### config.mk
export PLATFORM = sky130hd
export DESIGN_NAME = audio_sample_sched
export DESIGN_NICKNAME = d
export VERILOG_FILES = /design/src/rtl/audio_pkg.sv /design/src/rtl/audio_tick_gen.sv /design/src/rtl/audio_sample_sched.sv
export SDC_FILE = /design/constraint.sdc
export NUM_CORES = 1
export LEC_CHECK = 0
export BUFFER_PORTS_ARGS = -buffer_cell sky130_fd_sc_hd__buf_4
export CAP_MARGIN = 15
export CELL_PAD_IN_SITES_DETAIL_PLACEMENT = 1
export CELL_PAD_IN_SITES_GLOBAL_PLACEMENT = 1
export CORE_UTILIZATION = 42
export DETAILED_ROUTE_END_ITERATION = 7
export HOLD_SLACK_MARGIN = 0.05
export PLACE_DENSITY = 0.94
export SYNTH_ARGS = -nofsm -noshare
export SYNTH_HDL_FRONTEND = slang
export SYNTH_SLANG_ARGS = --single-unit
export TNS_END_PERCENT = 30
### constraint.sdc
create_clock -name clk -period 6.07 [get_ports clk]
set_input_delay 1.214 -clock clk [delete_from_list [all_inputs] [get_ports clk]]
set_output_delay 1.214 -clock clk [all_outputs]
set_load 0.05 [all_outputs]
### src/rtl/audio_pkg.sv
// Shared types and constants for the audio sample path (scheduler and audio_pwm).
package audio_pkg;

  typedef logic [7:0] sample_t;

  // Mid-scale of the unsigned PWM range; the speaker rests here.
  localparam sample_t SILENCE = 8'd128;

  typedef enum logic [1:0] {IDLE, PLAY, HOLD, FADE} sched_state_e;

  // Defaults shared with audio_pwm so both wrap on the same cycle.
  localparam int unsigned DEF_PERIOD_CYCLES = 256;
  localparam int unsigned DEF_DIV           = 12;

  // One step of the fade ramp toward SILENCE.
  function automatic sample_t fade_step(input sample_t s);
    if (s > SILENCE) begin
      return s - 8'd1;
    end else if (s < SILENCE) begin
      return s + 8'd1;
    end
    return s;
  endfunction

endpackage

### src/rtl/audio_tick_gen.sv
// PWM period counter and sample divider; tick fires on the last cycle of every DIV-th period.
module audio_tick_gen
  import audio_pkg::*;
#(
  parameter int unsigned PERIOD_CYCLES = DEF_PERIOD_CYCLES,
  parameter int unsigned DIV           = DEF_DIV
) (
  input  logic clk,
  input  logic reset,
  output logic tick,
  output logic period_wrap
);

  localparam int unsigned PW = (PERIOD_CYCLES > 1) ? $clog2(PERIOD_CYCLES) : 1;
  localparam int unsigned DW = (DIV > 1) ? $clog2(DIV) : 1;

  logic [PW-1:0] period_q;
  logic [DW-1:0] div_q;

  assign period_wrap = (period_q == PW'(PERIOD_CYCLES - 1));
  assign tick        = period_wrap && (div_q == DW'(DIV - 1));

  // Period counter free-runs; the divider steps once per period wrap.
  always_ff @(posedge clk) begin
    if (reset) begin
      period_q <= '0;
      div_q    <= '0;
    end else begin
      period_q <= period_wrap ? '0 : period_q + PW'(1);
      if (period_wrap) begin
        div_q <= (div_q == DW'(DIV - 1)) ? '0 : div_q + DW'(1);
      end
    end
  end

endmodule

### src/rtl/audio_sample_sched.sv
// Sample-rate scheduler feeding audio_pwm: per-tick source arbitration, underrun hold and fade.
// Build option AUDIO_SCHED_MIX_EN: accept every valid source each tick and output their
// saturated sum around SILENCE instead of a fixed-priority single source.
module audio_sample_sched
  import audio_pkg::*;
#(
  parameter int unsigned NUM_SRC       = 4,
  parameter int unsigned PERIOD_CYCLES = DEF_PERIOD_CYCLES,
  parameter int unsigned DIV           = DEF_DIV,
  parameter int unsigned HOLD_TICKS    = 64,
  localparam int unsigned SRC_W        = (NUM_SRC > 1) ? $clog2(NUM_SRC) : 1
) (
  input  logic                 clk,
  input  logic                 reset,
  input  logic [NUM_SRC-1:0]   src_valid,
  input  logic [8*NUM_SRC-1:0] src_data,
  output logic [NUM_SRC-1:0]   src_ready,
  input  logic                 mute,
  output logic [7:0]           music_data,
  output logic                 sample_strobe,
  output logic                 underrun,
  output logic [SRC_W-1:0]     active_src
);

  localparam int unsigned HW = (HOLD_TICKS > 2) ? $clog2(HOLD_TICKS) : 1;

  logic tick, period_wrap, sample_tick;

  audio_tick_gen #(
    .PERIOD_CYCLES(PERIOD_CYCLES),
    .DIV          (DIV)
  ) u_tick_gen (
    .clk        (clk),
    .reset      (reset),
    .tick       (tick),
    .period_wrap(period_wrap)
  );

  // Updates only ever land on a PWM period boundary.
  assign sample_tick = tick && period_wrap;

  sched_state_e     state_q, state_d;
  sample_t          music_q, music_d;
  logic             strobe_q, strobe_d;
  logic             underrun_q, underrun_d;
  logic [SRC_W-1:0] active_q, active_d;
  logic [HW-1:0]    hold_q, hold_d;

  logic             any_valid;
  logic [SRC_W-1:0] first_idx;
  sample_t          new_sample;
  logic [NUM_SRC-1:0] grant;

  assign any_valid = |src_valid;

`ifdef AUDIO_SCHED_MIX_EN
  localparam int unsigned ACC_W = 8 + $clog2(NUM_SRC) + 1;
  logic signed [ACC_W-1:0] acc;

  // Lowest valid index plus the saturated sum of all valid sources around SILENCE.
  always_comb begin
    first_idx = '0;
    acc       = ACC_W'(signed'(10'sd128));
    for (int i = int'(NUM_SRC) - 1; i >= 0; i--) begin
      if (src_valid[i]) begin
        first_idx = SRC_W'(i);
      end
    end
    for (int i = 0; i < int'(NUM_SRC); i++) begin
      if (src_valid[i]) begin
        acc = acc + ACC_W'($signed({1'b0, src_data[8*i +: 8]})) - ACC_W'(signed'(10'sd128));
      end
    end
    if (acc < 0) begin
      new_sample = 8'd0;
    end else if (acc > 255) begin
      new_sample = 8'd255;
    end else begin
      new_sample = acc[7:0];
    end
    grant = (sample_tick && !mute) ? src_valid : '0;
  end
`else
  // Fixed priority: index 0 wins, others stall to a later tick.
  always_comb begin
    first_idx  = '0;
    new_sample = SILENCE;
    for (int i = int'(NUM_SRC) - 1; i >= 0; i--) begin
      if (src_valid[i]) begin
        first_idx  = SRC_W'(i);
        new_sample = src_data[8*i +: 8];
      end
    end
    grant = '0;
    if (sample_tick && !mute && any_valid) begin
      grant[first_idx] = 1'b1;
    end
  end
`endif

  assign src_ready = grant;

  // Next-state and registered outputs; nothing changes outside the tick cycle.
  always_comb begin
    state_d    = state_q;
    music_d    = music_q;
    strobe_d   = 1'b0;
    underrun_d = 1'b0;
    active_d   = active_q;
    hold_d     = hold_q;
    if (sample_tick) begin
      if (mute) begin
        state_d  = IDLE;
        music_d  = SILENCE;
        strobe_d = (music_q != SILENCE);
        hold_d   = '0;
      end else if (any_valid) begin
        state_d  = PLAY;
        music_d  = new_sample;
        strobe_d = 1'b1;
        active_d = first_idx;
        hold_d   = '0;
      end else begin
        unique case (state_q)
          IDLE: ;
          PLAY: begin
            state_d    = (HOLD_TICKS > 1) ? HOLD : FADE;
            hold_d     = '0;
            underrun_d = 1'b1;
          end
          HOLD: begin
            underrun_d = 1'b1;
            hold_d     = hold_q + HW'(1);
            if (int'(hold_q) + 1 >= int'(HOLD_TICKS) - 1) begin
              state_d = FADE;
            end
          end
          FADE: begin
            music_d  = fade_step(music_q);
            strobe_d = (music_q != SILENCE);
            if (fade_step(music_q) == SILENCE) begin
              state_d = IDLE;
            end
          end
          default: state_d = IDLE;
        endcase
      end
    end
  end

  // State and output registers.
  always_ff @(posedge clk) begin
    if (reset) begin
      state_q    <= IDLE;
      music_q    <= SILENCE;
      strobe_q   <= 1'b0;
      underrun_q <= 1'b0;
      active_q   <= '0;
      hold_q     <= '0;
    end else begin
      state_q    <= state_d;
      music_q    <= music_d;
      strobe_q   <= strobe_d;
      underrun_q <= underrun_d;
      active_q   <= active_d;
      hold_q     <= hold_d;
    end
  end

  assign music_data    = music_q;
  assign sample_strobe = strobe_q;
  assign underrun      = underrun_q;
  assign active_src    = active_q;

endmodule
# After elaboration in Yosys (flattened, before gate mapping)
# Cells that the tools add are included.
# classes
n_mux	39
bitwise_logic	2
n_lt_le_gt_ge	5
add_sub_neg	6
n_eq_ne	9
n_reduce_logical	18
# ops
operator	count
$mux 8	13
$add 8x1->8 const B	2
$eq 8x8->1 const B	2
$mux 2	8
$mux 6	2
$pmux 6 s2	1
$mux 1	11
$gt 8x8->1 const B	1
$lt 8x8->1 const B	1
$mux 4	2
$ne 4x4->1 const B	2
$ne 8x8->1 const B	1
$sub 8x1->8 const B	1
$add 6x1->7 const B	1
$ge 7x6->1 const B	1
$reduce_or 7->1	1
$add 6x1->6 const B	1
$pmux 2 s3	1
$reduce_or 2->1	3
$logic_and 1x1->1	5
$reduce_bool 5->1	1
$add 4x1->4 const B	1
$eq 2x2->1 const B	2
$eq 4x4->1 const B	1
12 further kinds	14
# word_totals
inputBits	39
wordCells	87
regBits	32

# Longest topological paths before layout
# Gate-level depths: netlist of run 1.
# logic_depth
word_depth	17
ltp_mapped	11
mapped_depth_nobuf	11

# Cells and area by module
# From an unflattened synthesis of run 1, not the netlist that was laid out.
# unflattened
cells_unflattened	278
area_unflattened_um2	2230.9
# modules_own_cells
mod	area_per_inst_um2	seq_area_each_um2	cells_each	n_inst
audio_sample_sched	1651.6	400.4	213	1
audio_tick_gen	579.3	240.2	65	1

# Least setup slack after synthesis of run 1
# OpenSTA, ideal clock, no wires.
# synth_path
path_type	input-to-output
startpoint	input src_valid[2]
endpoint	output src_ready[2]
arrival_ns	2.590
required_ns	4.856
stages	3
n_path_buf	1
path_slack_ns	2.266
cell_sequence	clkbuf_1 > nand2_1 > nor3_1
# synth_between
elab_chain_len	8
# synth_lines
element	line_no	source
from (decl)	audio_sample_sched.sv:15	input logic [NUM_SRC-1:0] src_valid,
$mux 2 (3 in series)	audio_sample_sched.sv:89	if (src_valid[i]) begin
$lt 2x3->1 (not written as such) or $ge 2x1->1 (tied branches)	audio_sample_sched.sv:96	grant[first_idx] = 1'b1;
$logic_and 1x1->1 (not written as such)	audio_sample_sched.sv:96	
$mux 1 (not written as such)	audio_sample_sched.sv:96	
$demux 1 s2	audio_sample_sched.sv:96	
$mux 4 (*)	audio_sample_sched.sv:95	if (sample_tick && !mute && any_valid) begin
to (decl)	audio_sample_sched.sv:17	output logic [NUM_SRC-1:0] src_ready,
# Every way passes the cells marked *; elsewhere a longest branch is shown, timed or not.

# Worst setup path after layout of run 1
# layout_path
startpoint	register music_q[7] (netlist: music_data[7])
endpoint	register state_q[1]
# layout_between
elab_chain_len	15
# layout_lines
element	line_no	source
from (decl)	audio_sample_sched.sv:43	sample_t music_q, music_d;
from (signal assigned)	audio_sample_sched.sv:162	music_q <= music_d;
$lt 8x8->1	audio_pkg.sv:19	end else if (s < SILENCE) begin
$mux 1	audio_pkg.sv:19	
$mux 1	audio_pkg.sv:17	if (s > SILENCE) begin
$mux 1	audio_sample_sched.sv:124	unique case (state_q)
$mux 1	audio_sample_sched.sv:117	end else if (any_valid) begin
$mux 1	audio_sample_sched.sv:112	if (mute) begin
$mux 1	audio_sample_sched.sv:111	if (sample_tick) begin
$mux 8 (*) (2 in series)	n/a	
$mux 8 (*)	audio_sample_sched.sv:117	
$mux 8 (*)	audio_sample_sched.sv:112	
$mux 8 (*)	audio_sample_sched.sv:111	
$eq 8x8->1 (*)	audio_sample_sched.sv:141	if (fade_step(music_q) == SILENCE) begin
$ne 4x4->1 (no source line) (*)	n/a	
$reduce_and 4->1 (no source line) (*)	n/a	
to (signal assigned)	audio_sample_sched.sv:161	state_q <= state_d;
to (decl)	audio_sample_sched.sv:42	sched_state_e state_q, state_d;
# Every way passes the cells marked *; elsewhere a longest branch is shown, timed or not. The select of a mux whose other input is x is not followed.
# A chain may end at the register's enable or synchronous reset.

==> results of run 1 <==
-- final cells by class --
cell class | count | area [um^2] | area share (%)
Multi-Input combinational cell | 218 | 1450 | 52.7
Clock inverter | 1 | 30.0 | 1.09
Tap cell | 67 | 83.8 | 3.05
Inverter | 11 | 41.3 | 1.50
Clock buffer | 7 | 96.3 | 3.50
Sequential cell | 32 | 641 | 23.3
Timing Repair Buffer | 55 | 410 | 14.9
-- state kept, by name (all words and copies together) (netlist names) --
register	flops
music_data	8
sample_strobe	1
underrun	1
state_q	2
hold_q	6
active_src	2
u_tick_gen.period_q	8
u_tick_gen.div_q	4
-- where the power goes --
group          internal, mW  total, mW  switching [mW]
sequential            0.212      0.213         0.00141
combinational        0.0239     0.0471          0.0232
clock                 0.145      0.224          0.0792
-- final timing paths --
check	to
hold / removal	u_tick_gen.period_q[0]$_SDFF_PP0_
hold reg to reg	u_tick_gen.period_q[0]$_SDFF_PP0_
setup / recovery	state_q[1]$_SDFFE_PP0P_
setup reg to reg	state_q[1]$_SDFFE_PP0P_
-- layer usage --
metal	track usage, %	vias to the layer above
li1	-	1100
met5	0	-
met4	6.62	0
met3	5.69	17
met2	46.7	76
met1	33.7	1141
-- worst max-delay path, cell delays in order, from the launching register on --
cell and delay [ns]:
dfxtp_1 0.60, or4b_4 0.56, nor2_1 0.22, nor2_1 0.15, fa_1 0.43, a21o_1 0.22, a31oi_1 0.30, a2111oi_1 0.15
a311oi_1 0.37, nand4bb_1 0.20, o31ai_4 0.28, mux2_4 0.32
-- cell usage after synthesis (3+ instances only) --
library cell and count:
o221ai_1 8, dfxtp_1 32, xor2_1 6, nor4_1 3, a221oi_1 8, xnor2_1 7
nand2b_1 3, clkbuf_1 8, nor2b_1 6, o21ai_0 10, ha_1 11, inv_1 10
a21oi_1 16, nand3_1 8, nor3_1 16, nand2_1 16, a211oi_1 4, or3_1 3
a31oi_1 4, nor2_1 40, or2_2 3
-- cells by family after synthesis --
| kind of cell | count (synthesis) | share of synthesized area, % |
|---|---|---|
| xor+xnor | 13 | 5.22 |
| compound gates | 70 | 23.9 |
| mux | 3 | 1.61 |
| buf+inv | 22 | 4.13 |
| flops | 32 | 29.4 |
| fa+ha+maj | 13 | 7.69 |
| simple gates | 119 | 28.1 |
-- metrics by stage --
step / hold slack, ns / cell area (um^2)
2_1_floorplan: 0.426 / 2180
3_3_place_gp: 0.441 / 2620
3_5_place_dp: 0.458 / 2620
4_1_cts: 0.473 / 2750
5_1_grt: 0.511 / 2750
6_report: 0.475 / 2750
-- placed cells by master (no fill, tap or decap), drive strengths merged, types with 3 or more instances in the layout --
cell / count
a211oi: 4
a21oi: 16
a221oi: 8
a31oi: 4
buf: 55
clkbuf: 7
dfxtp: 32
ha: 11
inv: 10
nand2: 17
nand2b: 3
nand3: 8
nor2: 40
nor2b: 6
nor3: 18
nor4: 3
o21ai: 11
o221ai: 8
or2: 5
or3: 3
xnor2: 7
xor2: 6
==> flow_summary.toml, run 1 <==
[synth]
syn_area_um2 = 2180
yosysTopAreaCell = "dfxtp_1"
synthCells = 272
ys.flop_type = "dfxtp_1"
synthTopCellsByArea = "dfxtp_1, nor2_1, ha_1"
yosysSeqAreaShare_pct = 29.4
synth.top_cell.area_share_pct = 29.4
synth-seq-cells = 32
synth.net_count = 323
synth_async_sr_flop_share_pct = 0
synth_area_per_cell_um2 = 8.02
ys_warn_count = 0
synth_edf_count = 0
ys_types = 62

[sta]
skew_ns = 0.00324
post-route-period-util_pct = 64.6
finalHoldViolCount = 0
slew_viol_final = 0
period_minus_slack_ns = 3.92
fmax_mhz = 255
slew_headroom_pct = 55.5
finalSetupTns_ns = 0
setup_viol = 0
setup_ws_ns = 2.15
rsz0062_at_grt = "no"
tightest_slew_ns = 0.667

[global_routing]
grt_pass1_vias = 2326
grt_overflow_total = 0
grt_pass1_wl_um = 11300
grt_max_degree = 30
grt_usage_pct = 26.8
antenna_found_initial = 0

[clock_tree]
hold_buffers = 0
htreeDepth = 2
clk_pin_slew_ns = 0.07
clk_latency_ns = 0.28
cts_buffers = 5
clk_path_buf_depth = 2
cts_post_setup_buffers_inserted = 0
cts_tree = "done"
cts_root_buffer = "clkbuf_8"
clock-sinks = 32
post_cts_resized = 0

[worst_setup_path]
crit_arrival_ns = 4.09
worstRegToRegCells = 11
crit_fanout = 12
regToRegStartpoint = "music_data[7]$_SDFFE_PP1P_"
required_ns = 6.24
worstSetupStartpointType = "register"
critPathKind = "reg -> reg"
end_kind = "register"
worstSetupStartpoint = "music_data[7]$_SDFFE_PP1P_"
rrSetupSlack_ns = 2.15

[place]
dp_hpwl_um = 5060
dp_slack_ns = 1.77
dp.cells = 382
place.gp.congestion = 0.765
port_buffers = 54

[route]
antenna_left = 0
drc = 0
met3_length_um = 347
wl_met1_um = 3120
dr_wl_met2_um = 3590
drt-initial-drc-count = 145
firstDrtPassIters = 4
top_layer = "met4"
vias = 2334
via_per_inst = 5.97
drt-wirelength-per-cell_um = 18.3
wl_um = 7170

[outcome]
status = "completed"

[layout]
fillCellCount = 596
area_growth_pct = 26.2
drive_above_1_share_pct = 23.8
fin_cells = 391
layout.nets = 374
diodes = 0
postLayoutCoreUtil_pct = 56.8

[die]
fp-row-count = 25
core_area_um2 = 4850
die_area_um2 = 5480
die_width_um = 74.1
initial_core_util_pct = 45.0
dieHeight_um = 74.1
num_io_pins = 55

[worst_hold_path]
min_from = "u_tick_gen.period_q[0]$_SDFF_PP0_"
hold_depth = 1
hold_path_class = "reg -> reg"

[run]
cap_viol_max_count = 0

[power]
p_leak_nw = 1.13
total_power_mw = 0.484
peakVddDrop_mv = 0.132
powerDensity_nw_per_um2 = 176
No activity file was read; power rests on OpenSTA's default activity.
==> run 2, diff against run 1 <==
--- a/config.mk
+++ b/config.mk
@@ -9,10 +9,10 @@
 export CAP_MARGIN = 15
 export CELL_PAD_IN_SITES_DETAIL_PLACEMENT = 1
 export CELL_PAD_IN_SITES_GLOBAL_PLACEMENT = 1
-export CORE_UTILIZATION = 42
+export CORE_UTILIZATION = 39
 export DETAILED_ROUTE_END_ITERATION = 7
 export HOLD_SLACK_MARGIN = 0.05
-export PLACE_DENSITY = 0.94
+export PLACE_DENSITY = 0.88
 export SYNTH_ARGS = -nofsm -noshare
 export SYNTH_HDL_FRONTEND = slang
 export SYNTH_SLANG_ARGS = --single-unit
==> constraint.sdc (replaced) <==
create_clock -name clk -period 4.1 [get_ports clk]
set_input_delay 0.82 -clock clk [delete_from_list [all_inputs] [get_ports clk]]
set_output_delay 0.82 -clock clk [all_outputs]
set_load 0.05 [all_outputs]
==> run 2 against run 1 <==
Hold slack worse by 0.012 ns. Largest power group is now registers. Critical path type unchanged. First-iteration DRC count down 24%. Total power up 44%. Via count down 0.47%. Sequential power up 48%.
==> flow_summary.toml, run 2 (synthesis results as in run 1) <==
[worst_setup_path]
crit_path_frequent_cell = "nor2_1"
cpMaxStageDelayCell = "or4_1"
worstSetupStartpointType = "register"
required_ns = 4.28
crit_arrival_ns = 3.89
critPathKind = "reg -> reg"
cp_top_family = "compound AO/OA/AOI/OAI gates"
regToRegStartpoint = "music_data[6]$_SDFFE_PP0P_"
crit_chain = "or4_1 -> nor2_1 -> nor2_1 -> ha_1 -> a31o_2 -> a31oi_1 -> a2111oi_1 -> a311oi_1 -> nand4bb_1 -> o31ai_4 -> mux2_4"
crit_fanout = 9
rrSetupSlack_ns = 0.38
r2r-end = "state_q[1]$_SDFFE_PP0P_"
cpPeakStageDelay_ns = 0.59
path_buf_inv = 0
worstRegToRegCells = 11
end_kind = "register"

[route]
drc = 0
antenna_left = 0
drt-wirelength-per-cell_um = 17.2
firstDrtPassIters = 6
drt-initial-drc-count = 110
vias = 2323
via_per_inst = 5.87
wl_um = 6810

[die]
die_width_um = 76.8
core_area_um2 = 5240
num_io_pins = 55
die_area_um2 = 5900
dieHeight_um = 76.8
fp-row-count = 26
initial_core_util_pct = 41.6

[layout]
multi_input_area_um2 = 1450
fillCellCount = 650
area_growth_pct = 26.5
final_cell_mix = "buf_4, nor2_1, dfxtp_1"
seqCellArea_um2 = 641
drive_above_1_share_pct = 24.2
diodes = 0
layout.nets = 376
final_common_cell = "buf_4"

[place]
port_buffers = 54
dp_slack_ns = 0.432
place.gp.congestion = 0.844
dp_hpwl_um = 5070

[clock_tree]
post_cts_resized = 0
cts_buffers = 5
hold_buffers = 0
clk_latency_ns = 0.29
clk_pin_slew_ns = 0.08
cts_post_setup_buffers_inserted = 0
clock-sinks = 32
cts_root_buffer = "clkbuf_8"
cts_tree = "done"
clk_path_buf_depth = 2
htreeDepth = 2

[worst_hold_path]
min_from = "active_src[1]$_SDFFE_PP0P_"
hold_depth = 2
min_to = "active_src[1]$_SDFFE_PP0P_"
hold_path_class = "reg -> reg"

[power]
powerDensity_nw_per_um2 = 252
peakVddDrop_mv = 0.192
p_leak_nw = 1.13

[sta]
tightest_slew_ns = 0.720
slew_viol_final = 0
finalSetupTns_ns = 0
setup_ws_ns = 0.383
rsz0062_at_grt = "no"
finalHoldViolCount = 0
post-route-period-util_pct = 90.7
period_minus_slack_ns = 3.72
slew_headroom_pct = 51.6
fmax_mhz = 269
setup_viol = 0
skew_ns = 0.00837

[global_routing]
grt_overflow_total = 0
antenna_found_initial = 0
grt_pass1_wl_um = 11500
grt_max_degree = 30
grt_usage_pct = 24.3
grt_pass1_vias = 2372

[outcome]
status = "completed"

[run]
cap_viol_max_count = 0
==> run 2: cell types whose count changed in the layout (fill, tap and decap cells not counted) <==
cell	delta
buf_2	-1
clkinvlp_4	+1
buf_4	+3
clkbuf_8	-2
clkinv_2	+1
==> run 2: power breakdown <==
group,internal [mW],switching [mW]
registers,0.313,0.00209
logic,0.0361,0.0338
clock network,0.180,0.130
==> run 2: per-stage QoR <==
| stage | util [%] | total power, mW | cell area [um^2] | hold WS [ns] | std cells |
|---|---|---|---|---|---|
| final | 52.7 | 0.695 | 2760 | 0.464 | 396 |
| after global routing | 52.7 | 0.721 | 2760 | 0.496 | 396 |
| after CTS | 52.7 | 0.699 | 2760 | 0.471 | 396 |
| after detailed placement | 50.5 | 0.392 | 2650 | 0.454 | 388 |
| after global placement | 50.5 | 0.390 | 2650 | 0.442 | 388 |
| after floorplan | - | 0.353 | 2180 | 0.426 | 272 |
==> run 2: worst register-to-register path, cell delays in order (launching register included) <==
cell,delay (ns)
dfxtp_1,0.40
or4_1,0.59
nor2_1,0.16
nor2_1,0.12
ha_1,0.37
a31o_2,0.30
a31oi_1,0.31
a2111oi_1,0.17
a311oi_1,0.38
nand4bb_1,0.21
o31ai_4,0.26
mux2_4,0.33
==> run 2: routing by layer <==
metal / share of wire, % / track usage (%)
met1: 46 / 30.4
met2: 49 / 41.9
met3: 2.8 / 3.93
met4: 1.9 / 8.27
met5: 0 / 0
==> run 2: final cells by class <==
cell class              count  area share, %
inverters                  11           1.50
multi-input cells         218           52.6
clock inverters             3           1.54
well taps                  70           3.17
flip-flops and latches     32           23.2
clock buffers               5           2.49
repair buffers             57           15.5
==> run 2: how the worst max path moves through the flow <==
stage	startpoint	to	slack, ns	cells after the start
floorplan	music_data[7]$_SDFFE_PP1P_	state_q[1]$_SDFFE_PP0P_	0.60	11
global placement	music_data[3]$_SDFFE_PP0P_	state_q[1]$_SDFFE_PP0P_	0.69	11
detailed placement	music_data[3]$_SDFFE_PP0P_	state_q[1]$_SDFFE_PP0P_	0.43	11
CTS	music_data[6]$_SDFFE_PP0P_	state_q[1]$_SDFFE_PP0P_	0.43	11
global route	music_data[6]$_SDFFE_PP0P_	state_q[1]$_SDFFE_PP0P_	0.23	11
finish	music_data[6]$_SDFFE_PP0P_	state_q[1]$_SDFFE_PP0P_	0.38	11
==> run 3, diff against run 2 <==
--- a/config.mk
+++ b/config.mk
@@ -9,6 +9,7 @@
 export CAP_MARGIN = 15
 export CELL_PAD_IN_SITES_DETAIL_PLACEMENT = 1
 export CELL_PAD_IN_SITES_GLOBAL_PLACEMENT = 1
+export CORE_ASPECT_RATIO = 1.4
 export CORE_UTILIZATION = 39
 export DETAILED_ROUTE_END_ITERATION = 7
 export HOLD_SLACK_MARGIN = 0.05
==> run 3 against run 2 <==
Sequential cell count is the same. Utilization shrank 0.68 points. Worst setup slack gained 0.051 ns. Global-route usage grew 0.42 points. Clock power shrank 20%. Non-clock buffer count grew 1. Highest routed layer unchanged.
==> flow_summary.toml, run 3 (synthesis results as in run 1) <==
[outcome]
status = "completed"

[sta]
setup_viol = 0
slew_headroom_pct = 54.8
finalHoldViolCount = 0
skew_ns = 0.00657
tightest_slew_ns = 0.677
post-route-period-util_pct = 89.4
period_minus_slack_ns = 3.67
fmax_mhz = 273
rsz0062_at_grt = "no"
finalSetupTns_ns = 0
slew_viol_final = 0

[route]
met3_length_um = 169
drc = 0
via_per_inst = 5.89
drt-initial-drc-count = 111
wl_um = 6920
antenna_left = 0
drt-wirelength-per-cell_um = 17.6
dr_wl_met2_um = 3780
top_layer = "met4"
wl_met1_um = 2820
firstDrtPassIters = 4
vias = 2314

[power]
pwr-share-clk_pct = 39.2
p_leak_nw = 1.12
p_sw_share_pct = 26.1
powerDensity_nw_per_um2 = 232
peakVddDrop_mv = 0.206
switching_power_mw = 0.166
p_int_mw = 0.470
pwr-share-seq_pct = 49.6
comb_power_share_pct = 11.1

[worst_setup_path]
crit_arrival_ns = 3.84
required_ns = 4.27
regToRegStartpoint = "music_data[6]$_SDFFE_PP0P_"
crit_chain = "or4_1 -> nor2_1 -> nor2_1 -> ha_1 -> a31o_2 -> a31oi_1 -> a2111oi_1 -> a311oi_1 -> nand4bb_1 -> o31ai_4 -> mux2_4"
cpMaxStageDelayCell = "or4_1"
cpPeakStageDelay_ns = 0.59
worstSetupStartpointType = "register"
worstSetupStartpoint = "music_data[6]$_SDFFE_PP0P_"
path_buf_inv = 0
end_kind = "register"
crit_fanout = 9
cp_top_family = "compound AO/OA/AOI/OAI gates"
crit_path_frequent_cell = "nor2_1"
critPathKind = "reg -> reg"

[clock_tree]
hold_buffers = 0
clk_path_buf_depth = 2
clk_pin_slew_ns = 0.08
post_cts_resized = 0
htreeDepth = 2
cts_buffers = 5
cts_tree = "done"
cts_root_buffer = "clkbuf_8"
clk_latency_ns = 0.29
cts_post_setup_buffers_inserted = 0
clock-sinks = 32

[layout]
seqCellArea_um2 = 641
final_cell_mix = "buf_4, nor2_1, dfxtp_1"
layout.nets = 377
area_growth_pct = 25.8
final_common_cell = "buf_4"
multi_input_area_um2 = 1450
fillCellCount = 702
drive_above_1_share_pct = 24.5
postLayoutCoreUtil_pct = 52.0
diodes = 0

[global_routing]
grt_usage_pct = 24.7
grt_max_degree = 30
grt_pass1_vias = 2356
grt_overflow_total = 0
grt_pass1_wl_um = 11500
antenna_found_initial = 0

[die]
die_area_um2 = 5900
num_io_pins = 55
fp-row-count = 31
die_width_um = 65.2
initial_core_util_pct = 41.3
core_area_um2 = 5280
dieHeight_um = 90.5

[place]
dp_hpwl_um = 5350
place.gp.congestion = 0.810
port_buffers = 54

[worst_hold_path]
hold_path_class = "reg -> reg"
min_from = "u_tick_gen.period_q[0]$_SDFF_PP0_"

[run]
cap_viol_max_count = 0
-- run 3: final timing paths --
check                                           end  slack [ns]  cells past startpoint
setup / recovery            state_q[1]$_SDFFE_PP0P_        0.43                     11
hold / removal    u_tick_gen.period_q[0]$_SDFF_PP0_        0.48                      1
setup reg to reg            state_q[1]$_SDFFE_PP0P_        0.43                     11
hold reg to reg   u_tick_gen.period_q[0]$_SDFF_PP0_        0.48                      1
-- run 3: through the flow --
step	cells	instance area (um^2)	hold slack [ns]	total power, mW	setup slack [ns]
finish	393	2740	0.481	0.636	0.434
detailed placement	385	2650	0.471	0.393	0.479
CTS	393	2740	0.489	0.641	0.487
global route	393	2740	0.496	0.663	0.251
floorplan	272	2180	0.426	0.353	0.596
global placement	385	2650	0.447	0.391	0.675
-- run 3: cell type report --
type / count / share of cell area (%)
multi-input cells: 218 / 52.9
clock buffers: 5 / 2.51
clock inverters: 3 / 0.867
inverters: 11 / 1.51
flip-flops and latches: 32 / 23.4
repair buffers: 58 / 15.9
well taps: 66 / 3.01
-- run 3: metal layers --
metal / GRT usage [%] / vias to the layer above
met3: 3.66 / 12
met2: 45.4 / 50
met4: 7.97 / 0
met1: 28.1 / 1139
met5: 0 / -
li1: - / 1113
-- run 3: power by group through the flow --
| stage | clock, mW | sequential [mW] | combinational, mW |
|---|---|---|---|
| floorplan | 0 | 0.322 | 0.0311 |
| finish | 0.249 | 0.316 | 0.0708 |
| global placement | 0 | 0.322 | 0.0686 |
| CTS | 0.254 | 0.316 | 0.0708 |
| detailed placement | 0 | 0.323 | 0.0706 |
| global route | 0.271 | 0.316 | 0.0760 |
-- run 3: worst reg2reg max path, cell delays in order, from the launching register on --
cell and delay, ns:
dfxtp_1 0.39, or4_1 0.59, nor2_1 0.16, nor2_1 0.12, ha_1 0.37, a31o_2 0.31, a31oi_1 0.29, a2111oi_1 0.15
a311oi_1 0.39, nand4bb_1 0.21, o31ai_4 0.26, mux2_4 0.32
